[config.mk]
export PLATFORM = sky130hd
export DESIGN_NAME = lcd_ctrl_gen
export DESIGN_NICKNAME = d
export VERILOG_FILES = /design/src/rtl/lcd_ctrl_pkg.sv /design/src/rtl/lcd_addr_gen.sv /design/src/rtl/lcd_ctrl_gen.sv
export SDC_FILE = /design/constraint.sdc
export NUM_CORES = 1
export LEC_CHECK = 0
export ABC_AREA = 1
export BUFFER_PORTS_ARGS = -buffer_cell sky130_fd_sc_hd__buf_2
export CAP_MARGIN = 0
export CORE_ASPECT_RATIO = 0.6
export CORE_MARGIN = 8
export CORE_UTILIZATION = 40
export CTS_BUF_LIST = sky130_fd_sc_hd__clkbuf_4
export CTS_CLUSTER_SIZE = 14
export DETAILED_ROUTE_END_ITERATION = 16
export GPL_TIMING_DRIVEN = 1
export HOLD_SLACK_MARGIN = 0.02
export PLACE_DENSITY = 0.61
export REMOVE_ABC_BUFFERS = 1
export SETUP_SLACK_MARGIN = 0.4
export SYNTH_ARGS = -nofsm -noshare
export SYNTH_HDL_FRONTEND = slang
export SYNTH_SLANG_ARGS = --single-unit
[constraint.sdc]
create_clock -name clk -period 6.5 [get_ports clk]
set_input_delay 0 -clock clk [delete_from_list [all_inputs] [get_ports clk]]
set_output_delay 0 -clock clk [all_outputs]
set_load 0.02 [all_outputs]
[src/rtl/lcd_ctrl_pkg.sv]
// Shared definitions for the LCD window controller: command codes, view modes, FSM states.
// Latency: n/a (definitions only).
// Backpressure: n/a (definitions only).
package lcd_ctrl_pkg;

   localparam logic [3:0] CMD_LOAD     = 4'd0;
   localparam logic [3:0] CMD_ZOOM_IN  = 4'd1;
   localparam logic [3:0] CMD_ZOOM_FIT = 4'd2;
   localparam logic [3:0] CMD_RIGHT    = 4'd3;
   localparam logic [3:0] CMD_LEFT     = 4'd4;
   localparam logic [3:0] CMD_UP       = 4'd5;
   localparam logic [3:0] CMD_DOWN     = 4'd6;
   localparam logic [3:0] CMD_REFRESH  = 4'd7;
   localparam logic [3:0] CMD_MIRROR_H = 4'd8;
   localparam logic [3:0] CMD_MIRROR_V = 4'd9;

   typedef enum logic {FIT, ZOOM} mode_t;

   typedef enum logic [1:0] {IDLE, LOAD, EXEC, OUT} state_t;

endpackage

[src/rtl/lcd_addr_gen.sv]
// Maps a window beat (r,c) to a frame-buffer address for the current view mode and mirroring.
// Latency: purely combinational.
// Backpressure: none; the address follows its inputs.
module lcd_addr_gen
   import lcd_ctrl_pkg::*;
#(
   parameter int IMG_W = 12,
   parameter int IMG_H = 9,
   parameter int WIN   = 4
) (
   input  mode_t                           mode,
   input  logic [$clog2(IMG_W)-1:0]        cx,
   input  logic [$clog2(IMG_H)-1:0]        cy,
   input  logic [$clog2(WIN)-1:0]          r,
   input  logic [$clog2(WIN)-1:0]          c,
   input  logic                            mir_h,
   input  logic                            mir_v,
   output logic [$clog2(IMG_W*IMG_H)-1:0]  addr
);

   localparam int AW     = $clog2(IMG_W*IMG_H);
   localparam int STEP_Y = IMG_H / WIN;
   localparam int STEP_X = IMG_W / WIN;

   int rr;
   int cc;
   int row;
   int col;

   // Reverse the beat coordinates when mirrored, then place the window in the image.
   always_comb begin
      rr  = mir_v ? (WIN - 1 - int'(r)) : int'(r);
      cc  = mir_h ? (WIN - 1 - int'(c)) : int'(c);
      row = rr * STEP_Y + STEP_Y / 2;
      col = cc * STEP_X + STEP_X / 2;
      if (mode == ZOOM) begin
         row = int'(cy) - WIN / 2 + rr;
         col = int'(cx) - WIN / 2 + cc;
      end
      addr = AW'(row * IMG_W + col);
   end

endmodule

[src/rtl/lcd_ctrl_gen.sv]
// Frame-buffered LCD controller: Load a frame, then serve a WIN x WIN fit/zoom window; mirroring under LCD_CTRL_MIRROR_EN.
// Latency: Load = IMG_W*IMG_H cycles + WIN*WIN beats; other commands = 1 exec cycle + WIN*WIN beats.
// Backpressure: busy is high while a command runs and cmd_valid is ignored until it drops.
module lcd_ctrl_gen
   import lcd_ctrl_pkg::*;
#(
   parameter int DW    = 8,
   parameter int IMG_W = 12,
   parameter int IMG_H = 9,
   parameter int WIN   = 4
) (
   input  logic          clk,
   input  logic          reset,
   input  logic [DW-1:0] datain,
   input  logic [3:0]    cmd,
   input  logic          cmd_valid,
   output logic [DW-1:0] dataout,
   output logic          output_valid,
   output logic          busy
);

   localparam int NPIX = IMG_W * IMG_H;
   localparam int AW   = $clog2(NPIX);
   localparam int XW   = $clog2(IMG_W);
   localparam int YW   = $clog2(IMG_H);
   localparam int RW   = $clog2(WIN);

   localparam logic [XW-1:0] CX_RST = XW'(IMG_W / 2);
   localparam logic [XW-1:0] CX_MIN = XW'(WIN / 2);
   localparam logic [XW-1:0] CX_MAX = XW'(IMG_W - WIN / 2);
   localparam logic [YW-1:0] CY_RST = YW'((IMG_H + 1) / 2);
   localparam logic [YW-1:0] CY_MIN = YW'(WIN / 2);
   localparam logic [YW-1:0] CY_MAX = YW'(IMG_H - WIN / 2);
   localparam logic [RW-1:0] RC_MAX = RW'(WIN - 1);
   localparam logic [AW-1:0] LD_MAX = AW'(NPIX - 1);

   state_t        state;
   mode_t         mode;
   logic [3:0]    cmd_q;
   logic [XW-1:0] cx;
   logic [YW-1:0] cy;
   logic [AW-1:0] load_cnt;
   logic [RW-1:0] r;
   logic [RW-1:0] c;
   logic [AW-1:0] rd_addr;
   logic          mir_h;
   logic          mir_v;
   logic [DW-1:0] mem [NPIX];

`ifndef LCD_CTRL_MIRROR_EN
   assign mir_h = 1'b0;
   assign mir_v = 1'b0;
`endif

   lcd_addr_gen #(
      .IMG_W (IMG_W),
      .IMG_H (IMG_H),
      .WIN   (WIN)
   ) u_addr_gen (
      .mode  (mode),
      .cx    (cx),
      .cy    (cy),
      .r     (r),
      .c     (c),
      .mir_h (mir_h),
      .mir_v (mir_v),
      .addr  (rd_addr)
   );

   // Frame buffer: one raster-order pixel written per Load cycle; contents survive reset.
   always_ff @(posedge clk) begin
      if (state == LOAD) begin
         mem[load_cnt] <= datain;
      end
   end

   // Command FSM: accept in IDLE, stream pixels in LOAD, update view in EXEC, emit window in OUT.
   always_ff @(posedge clk or negedge reset) begin
      if (!reset) begin
         state        <= IDLE;
         mode         <= FIT;
         cmd_q        <= CMD_REFRESH;
         cx           <= CX_RST;
         cy           <= CY_RST;
         load_cnt     <= '0;
         r            <= '0;
         c            <= '0;
         busy         <= 1'b0;
         output_valid <= 1'b0;
         dataout      <= '0;
`ifdef LCD_CTRL_MIRROR_EN
         mir_h        <= 1'b0;
         mir_v        <= 1'b0;
`endif
      end else begin
         case (state)
            IDLE: begin
               output_valid <= 1'b0;
               if (cmd_valid) begin
                  cmd_q    <= cmd;
                  busy     <= 1'b1;
                  load_cnt <= '0;
                  r        <= '0;
                  c        <= '0;
                  state    <= (cmd == CMD_LOAD) ? LOAD : EXEC;
               end
            end
            LOAD: begin
               if (load_cnt == LD_MAX) begin
                  mode  <= FIT;
                  state <= OUT;
`ifdef LCD_CTRL_MIRROR_EN
                  mir_h <= 1'b0;
                  mir_v <= 1'b0;
`endif
               end else begin
                  load_cnt <= load_cnt + AW'(1);
               end
            end
            EXEC: begin
               case (cmd_q)
                  CMD_ZOOM_IN: begin
                     if (mode == FIT) begin
                        mode <= ZOOM;
                        cx   <= CX_RST;
                        cy   <= CY_RST;
                     end
                  end
                  CMD_ZOOM_FIT: mode <= FIT;
                  CMD_RIGHT: if (mode == ZOOM && cx < CX_MAX) cx <= cx + XW'(1);
                  CMD_LEFT:  if (mode == ZOOM && cx > CX_MIN) cx <= cx - XW'(1);
                  CMD_UP:    if (mode == ZOOM && cy > CY_MIN) cy <= cy - YW'(1);
                  CMD_DOWN:  if (mode == ZOOM && cy < CY_MAX) cy <= cy + YW'(1);
`ifdef LCD_CTRL_MIRROR_EN
                  CMD_MIRROR_H: mir_h <= ~mir_h;
                  CMD_MIRROR_V: mir_v <= ~mir_v;
`endif
                  default: ;
               endcase
               state <= OUT;
            end
            OUT: begin
               dataout      <= mem[rd_addr];
               output_valid <= 1'b1;
               if (c == RC_MAX) begin
                  c <= '0;
                  if (r == RC_MAX) begin
                     busy  <= 1'b0;
                     state <= IDLE;
                  end else begin
                     r <= r + RW'(1);
                  end
               end else begin
                  c <= c + RW'(1);
               end
            end
            default: state <= IDLE;
         endcase
      end
   end

endmodule

==> results.py, run 1 <==
metrics = {
    "run_status": {
        "status": "finished, final reports clean",
    },
    "hold_path": {
        "hold_path_end": "state[0]",
        "min_path_cells": 6,
        "worstHoldStart": "cmd[0]",
        "hp-class": "in -> reg",
    },
    "global_route": {
        "grt_pass1_wl_um": 172000,
        "grt_use_total_pct": 20.7,
        "grt_overflow": 0,
        "grt_max_degree": 98,
        "antenna_found_initial": 4,
        "grt_pass1_vias": 26343,
    },
    "run": {
        "drv_cap": 0,
    },
    "drt": {
        "drc_errors": 0,
        "via_count": 28204,
        "drt-wirelength-per-cell_um": 21.4,
        "dr.pass1.iters": 6,
        "routed_wl_um": 114000,
        "drtIter0Drc": 3779,
        "viasPerCell": 5.28,
        "antenna_left": 0,
    },
    "synth": {
        "synth_seq_cells": 900,
        "syn_area_mm2": 0.0393,
        "synth_cell_types": 40,
        "syn_avg_cell_area_um2": 10.4,
        "synth_cells": 3759,
        "synth_compound_area_share_pct": 1.20,
        "synth-seq-area-share_pct": 68.4,
        "synth.area.mux_share_pct": 0.0287,
        "synth_top_area_cell": "edfxtp_1",
        "synth-xor-area-share_pct": 0.268,
        "synth_top_area_share_pct": 66.1,
        "synth_simple_gate_area_share_pct": 24.1,
        "synth_adder_area_share_pct": 1.23,
        "ys_top_cells_by_area": "edfxtp_1 (66%), nand2_1 (13%), nand3_1 (8.6%), inv_1 (2.3%), nor2_1 (1.9%)",
        "synth_top_family_by_area": "simple AND/OR/NAND/NOR gates",
        "ys_warn_count": 0,
    },
    "place": {
        "placed_area_mm2": 0.0406,
        "place_congestion": 0.913,
        "io_buffers": 24,
        "post-place-cells": 4941,
        "dp.final_hpwl_um": 65400,
    },
    "finish": {
        "multi_input_area_mm2": 0.0106,
        "final_common_cell": "nand2_1",
        "area_delta_synth_final_pct": 11.7,
        "ff_latch_area_mm2": 0.0269,
        "final_cell_mix": "nand2_1 (1374), edfxtp_1 (864), nand3_1 (670)",
        "fin_cells": 5342,
        "fin_util_pct": 44.9,
        "drive_gt1_share_pct": 10.9,
        "nets": 3914,
        "fillers": 9232,
        "stdcell_area_mm2": 0.0439,
    },
    "critical_path": {
        "critPathRequiredTime_ps": 7410,
        "endpoint_kind": "register",
        "timing.reg2reg.setup_slack_ps": 2020,
        "rr_worst_depth": 19,
        "crit_type": "reg -> reg",
        "reg2reg_from": "cy[0]",
        "cp_data_arrival_time_ps": 5390,
        "r2r-end": "dataout[0]",
        "path_max_fanout": 25,
        "worstSetupStartpointType": "register",
    },
    "clock_network": {
        "cts.sinks": 900,
        "cts_setup_buffers": 0,
        "cts_root_buffer": "clkbuf_4",
        "clock_latency_ps": 1060,
        "htree_levels": 4,
        "cts_inserted_buffers": 195,
        "max-clock-path-buffers": 3,
        "cts.clk_slew.worst_paths_ps": 70,
        "cts_tree": "built",
    },
    "floorplan": {
        "coreArea_mm2": 0.0978,
        "chipHeight_um": 259,
        "io_pins": 25,
        "die_w_um": 420,
        "initial_core_util_pct": 40.1,
        "rows": 89,
        "dieArea_mm2": 0.109,
    },
    "sta": {
        "fin_skew_ps": 57.1,
        "hold_viol": 0,
        "setup_viol": 0,
        "fin_crit_sh_pct": 68.9,
        "timing.final.max_slew_violations": 0,
        "fmax_ghz": 0.223,
        "period_needed_ps": 4480,
        "tightest_slew_ps": 1030,
        "rsz0062_at_grt": "false",
        "relSlewSlack_pct": 31.6,
    },
}
## registers in the layout, summed over array words and instances (netlist names), 4 cells and up
signal    flops
cy            4
load_cnt      7
dataout       8
mem         864
cmd_q         4
cx            4
## critical path, cell delays in order, from the launching register on
cell and delay [ps]:
dfstp_2 580, ha_1 180, inv_1 50, fa_1 370, inv_1 90, nand2_1 50
nand3_1 60, o21ai_0 130, ha_1 320, ha_1 300, ha_1 370, xnor2_2 140
buf_4 340, inv_1 490, nand2_1 210, nor2_1 50, nor2_1 350, nor2_1 110
nor2_1 100, nor2_1 50
## metrics by stage
step           setup TNS [ps]  hold WS, ps  setup WS [ps]
3_3_place_gp                0          177           2190
2_1_floorplan          -10850         -296          -1590
6_report                    0          500           2020
5_1_grt                     0          433           1700
4_1_cts                     0          329           2120
3_5_place_dp                0          184           2120
## synthesized netlist by cell type
| cell type | count |
|---|---|
| edfxtp_1 | 864 |
| a221oi_1 | 1 |
| clkinv_1 | 1 |
| o22a_1 | 1 |
| and3_1 | 5 |
| dfrtp_1 | 29 |
| nand2_2 | 3 |
| nor3b_1 | 1 |
| ha_1 | 29 |
| dfstp_2 | 7 |
| nor3_1 | 11 |
| buf_2 | 115 |
| o21ai_0 | 36 |
| or2_1 | 1 |
| or2_2 | 2 |
| nand2_1 | 1379 |
| clkbuf_1 | 70 |
| a21oi_1 | 18 |
| o31ai_1 | 1 |
| a31oi_1 | 8 |
| inv_2 | 1 |
| o21a_1 | 2 |
| a32oi_1 | 1 |
| nor4_1 | 1 |
| buf_4 | 6 |
| xnor2_1 | 5 |
| nand3_1 | 673 |
| mux2_2 | 1 |
| inv_1 | 237 |
| xor2_1 | 7 |
| o21bai_1 | 1 |
| o22ai_1 | 5 |
| a22oi_1 | 3 |
| buf_1 | 20 |
| nand3b_1 | 6 |
| fa_1 | 6 |
| o211ai_1 | 4 |
| a311oi_1 | 1 |
| nor2_1 | 195 |
| nand4_1 | 2 |
## layer usage
layer  wire length (um)  global-route usage [%]
met4               2390                    5.62
met1              52800                    32.2
met3              13300                    6.38
met5                  0                       0
met2              45800                    27.5
## cell type report
cell class	instances	share of cell area, %
Tap cell	1319	3.76
Clock buffer	310	5.31
Clock inverter	41	0.765
Antenna cell	5	0.0285
Multi-Input combinational cell	2409	24.3
Sequential cell	900	61.2
Timing Repair Buffer	119	2.58
Inverter	239	2.05
## kinds of logic (layout without fill, tap and decap cells)
logic type	Yosys count	in the layout
xor+xnor	12	12
compound gates	82	82
flops	900	900
fa+ha+maj	35	35
buf+inv	450	709
simple gates	2279	2279
mux	1	1
other cells	0	5
## worst max path at each step
stage	from	end	slack [ps]	depth (start not counted)
2_1_floorplan	c[0]	dataout[4]	-1590	14
3_3_place_gp	cy[0]	dataout[2]	2190	19
3_5_place_dp	cy[0]	dataout[3]	2120	19
4_1_cts	cy[0]	dataout[0]	2120	19
5_1_grt	cy[0]	dataout[2]	1700	19
6_report	cy[0]	dataout[0]	2020	19
## repair_timing
item                                   in CTS  in global routing
endpoints found under the hold margin     901                  0
hold buffers                               45                  0
resized for setup                           0                  0
Power of run 1 is left out: the tool's default activity adds up to more than one toggle a clock period on the data nets, which glitch-free logic cannot reach.
==> inputs of run 2 (changes only) <==
--- a/config.mk
+++ b/config.mk
@@ -16,7 +16,7 @@
 export DETAILED_ROUTE_END_ITERATION = 16
 export GPL_TIMING_DRIVEN = 1
 export HOLD_SLACK_MARGIN = 0.02
-export PLACE_DENSITY = 0.61
+export PLACE_DENSITY = 0.63
 export REMOVE_ABC_BUFFERS = 1
 export SETUP_SLACK_MARGIN = 0.4
 export SYNTH_ARGS = -nofsm -noshare
==> constraint.sdc (replaced) <==
create_clock -name clk -period 3.65 [get_ports clk]
set_input_delay 0 -clock clk [delete_from_list [all_inputs] [get_ports clk]]
set_output_delay 0 -clock clk [all_outputs]
set_load 0.02 [all_outputs]
==> results.py, run 2 (synthesis gave the netlist of run 1 again) <==
metrics = {
    "run_status": {
        "status": "finished, violations left",
        "violations": "setup timing",
    },
    "global_route": {
        "grt_overflow": 0,
        "grt_use_total_pct": 20.3,
        "antenna_found_initial": 4,
        "grt_pass1_wl_um": 168000,
        "grt_pass1_vias": 26545,
        "grt_max_degree": 109,
    },
    "floorplan": {
        "die_w_um": 420,
        "dieArea_mm2": 0.109,
        "rows": 89,
        "io_pins": 25,
        "initial_core_util_pct": 40.1,
        "chipHeight_um": 259,
        "coreArea_mm2": 0.0978,
    },
    "clock_network": {
        "cts.sinks": 900,
        "cts_tree": "built",
        "cts.clk_slew.worst_paths_ps": 80,
        "htree_levels": 4,
        "cts_root_buffer": "clkbuf_4",
        "cts_inserted_buffers": 196,
        "clock_latency_ps": 1060,
        "max-clock-path-buffers": 3,
    },
    "drt": {
        "antenna_left": 0,
        "dr.pass1.iters": 6,
        "viasPerCell": 5.23,
        "drt-wirelength-per-cell_um": 20.7,
        "via_count": 28483,
        "drc_errors": 0,
        "routed_wl_um": 113000,
        "drtIter0Drc": 3665,
    },
    "finish": {
        "top_regs": "mem: 864 flops, dataout: 8 flops, load_cnt: 7 flops",
        "fin_util_pct": 45.9,
        "nets": 4032,
        "final_cell_mix": "nand2_1 (1367), edfxtp_1 (864), nand3_1 (672)",
        "largest_register_ffs": 864,
        "area_delta_synth_final_pct": 14.3,
        "final_common_cell": "nand2_1",
        "largest_register": "mem",
        "drive_gt1_share_pct": 13.8,
    },
    "sta": {
        "hold_viol": 0,
        "tightest_slew_ps": 1000,
        "timing.final.max_slew_violations": 0,
        "setup_ws_ps": -222,
        "final.setup.tns_ps": -1360,
        "period_needed_ps": 3870,
        "fin_skew_ps": 62.1,
        "fin_crit_sh_pct": 106,
        "rsz0062_at_grt": "true",
        "fmax_ghz": 0.258,
        "setup_viol": 8,
        "relSlewSlack_pct": 33.1,
    },
    "critical_path": {
        "path_delay_family": "adder cells",
        "endpoint_kind": "register",
        "path_max_fanout": 7,
        "cp_cell_sequence": "ha_4, inv_2, fa_2, o21ai_2, ha_1, ha_2, inv_2, fa_1, inv_2, ha_4, buf_4, xnor2_4, clkbuf_16, buf_4, nand3_1, nand2_1, nand2_1, nor2_1, nor2_1",
        "cpPeakStageDelay_ps": 560,
        "critPathBufInv": 6,
        "cp_data_arrival_time_ps": 4790,
        "worstSetupStartpointType": "register",
        "crit_top_cell": "inv_2",
        "critPathRequiredTime_ps": 4570,
        "crit_type": "reg -> reg",
        "cp_slowest_cell": "dfstp_2",
    },
    "place": {
        "io_buffers": 24,
        "dp.final_hpwl_um": 68200,
        "place_congestion": 0.890,
    },
    "hold_path": {
        "hp-class": "in -> reg",
    },
    "run": {
        "drv_cap": 0,
    },
}
-- run 2: path summary, 6_finish.rpt --
kind	startpoint	endpoint	slack, ps	cells after the start
max in group asynchronous	reset	cy[1]	3180	4
min in group asynchronous	reset	cmd_q[1]	230	3
worst min-delay path	datain[3]	mem[88][3]	130	3
worst max register to register	cy[0]	dataout[2]	-220	19
worst min register to register	dataout[6]	dataout[6]	500	2
worst max-delay path	cy[0]	dataout[2]	-220	19
-- run 2: stage by stage --
stage / worst slack, ps / area (um2) / hold slack [ps] / cells
6_report: -222 / 44900 / 125 / 5449
2_1_floorplan: -4440 / 38300 / -296 / 3548
4_1_cts: -238 / 44700 / 29.7 / 5442
3_5_place_dp: -470 / 41800 / 167 / 5066
3_3_place_gp: -446 / 41800 / 181 / 5066
5_1_grt: -398 / 44900 / 65.1 / 5449
-- run 2: repair_timing --
action / 4_1_cts / 5_1_grt
pin swaps: 18 / 19
hold endpoints to repair: 918 / 0
cloned: 0 / 1
endpoints found under the setup margin: 8 / 8
buffers inserted: 2 / 3
hold buffers: 31 / 0
gates resized for setup: 22 / 14
-- run 2: routing by layer --
layer  vias to the layer above  track usage (%)  wire [um]
met1                     13594             31.0      51600
met2                      1454             26.5      44500
met3                       195             7.64      13900
met4                         6             5.26       2320
li1                      13234                -          -
met5                         -             1.56        241
-- run 2: area by class of cell --
type | count | area (um2)
Antenna cell | 3 | 7.51
Clock buffer | 292 | 2190
Clock inverter | 51 | 328
Fill cell | 9103 | 52900
Inverter | 239 | 900
Multi-Input combinational cell | 2409 | 10700
Sequential cell | 900 | 26900
Tap cell | 1319 | 1650
Timing Repair Buffer | 236 | 2180
-- run 2: worst register-to-register path, delay by kind of cell, from the launching register on --
family | cells | cell delay (ps)
adder cells (fa/ha/maj) | 6 | 1850
buffers and inverters | 6 | 620
XOR/XNOR | 1 | 250
AND/OR/NAND/NOR | 5 | 450
AO/OA/AOI/OAI | 1 | 80
flip-flops | 1 | 560
Power of run 2 is left out for the same reason.
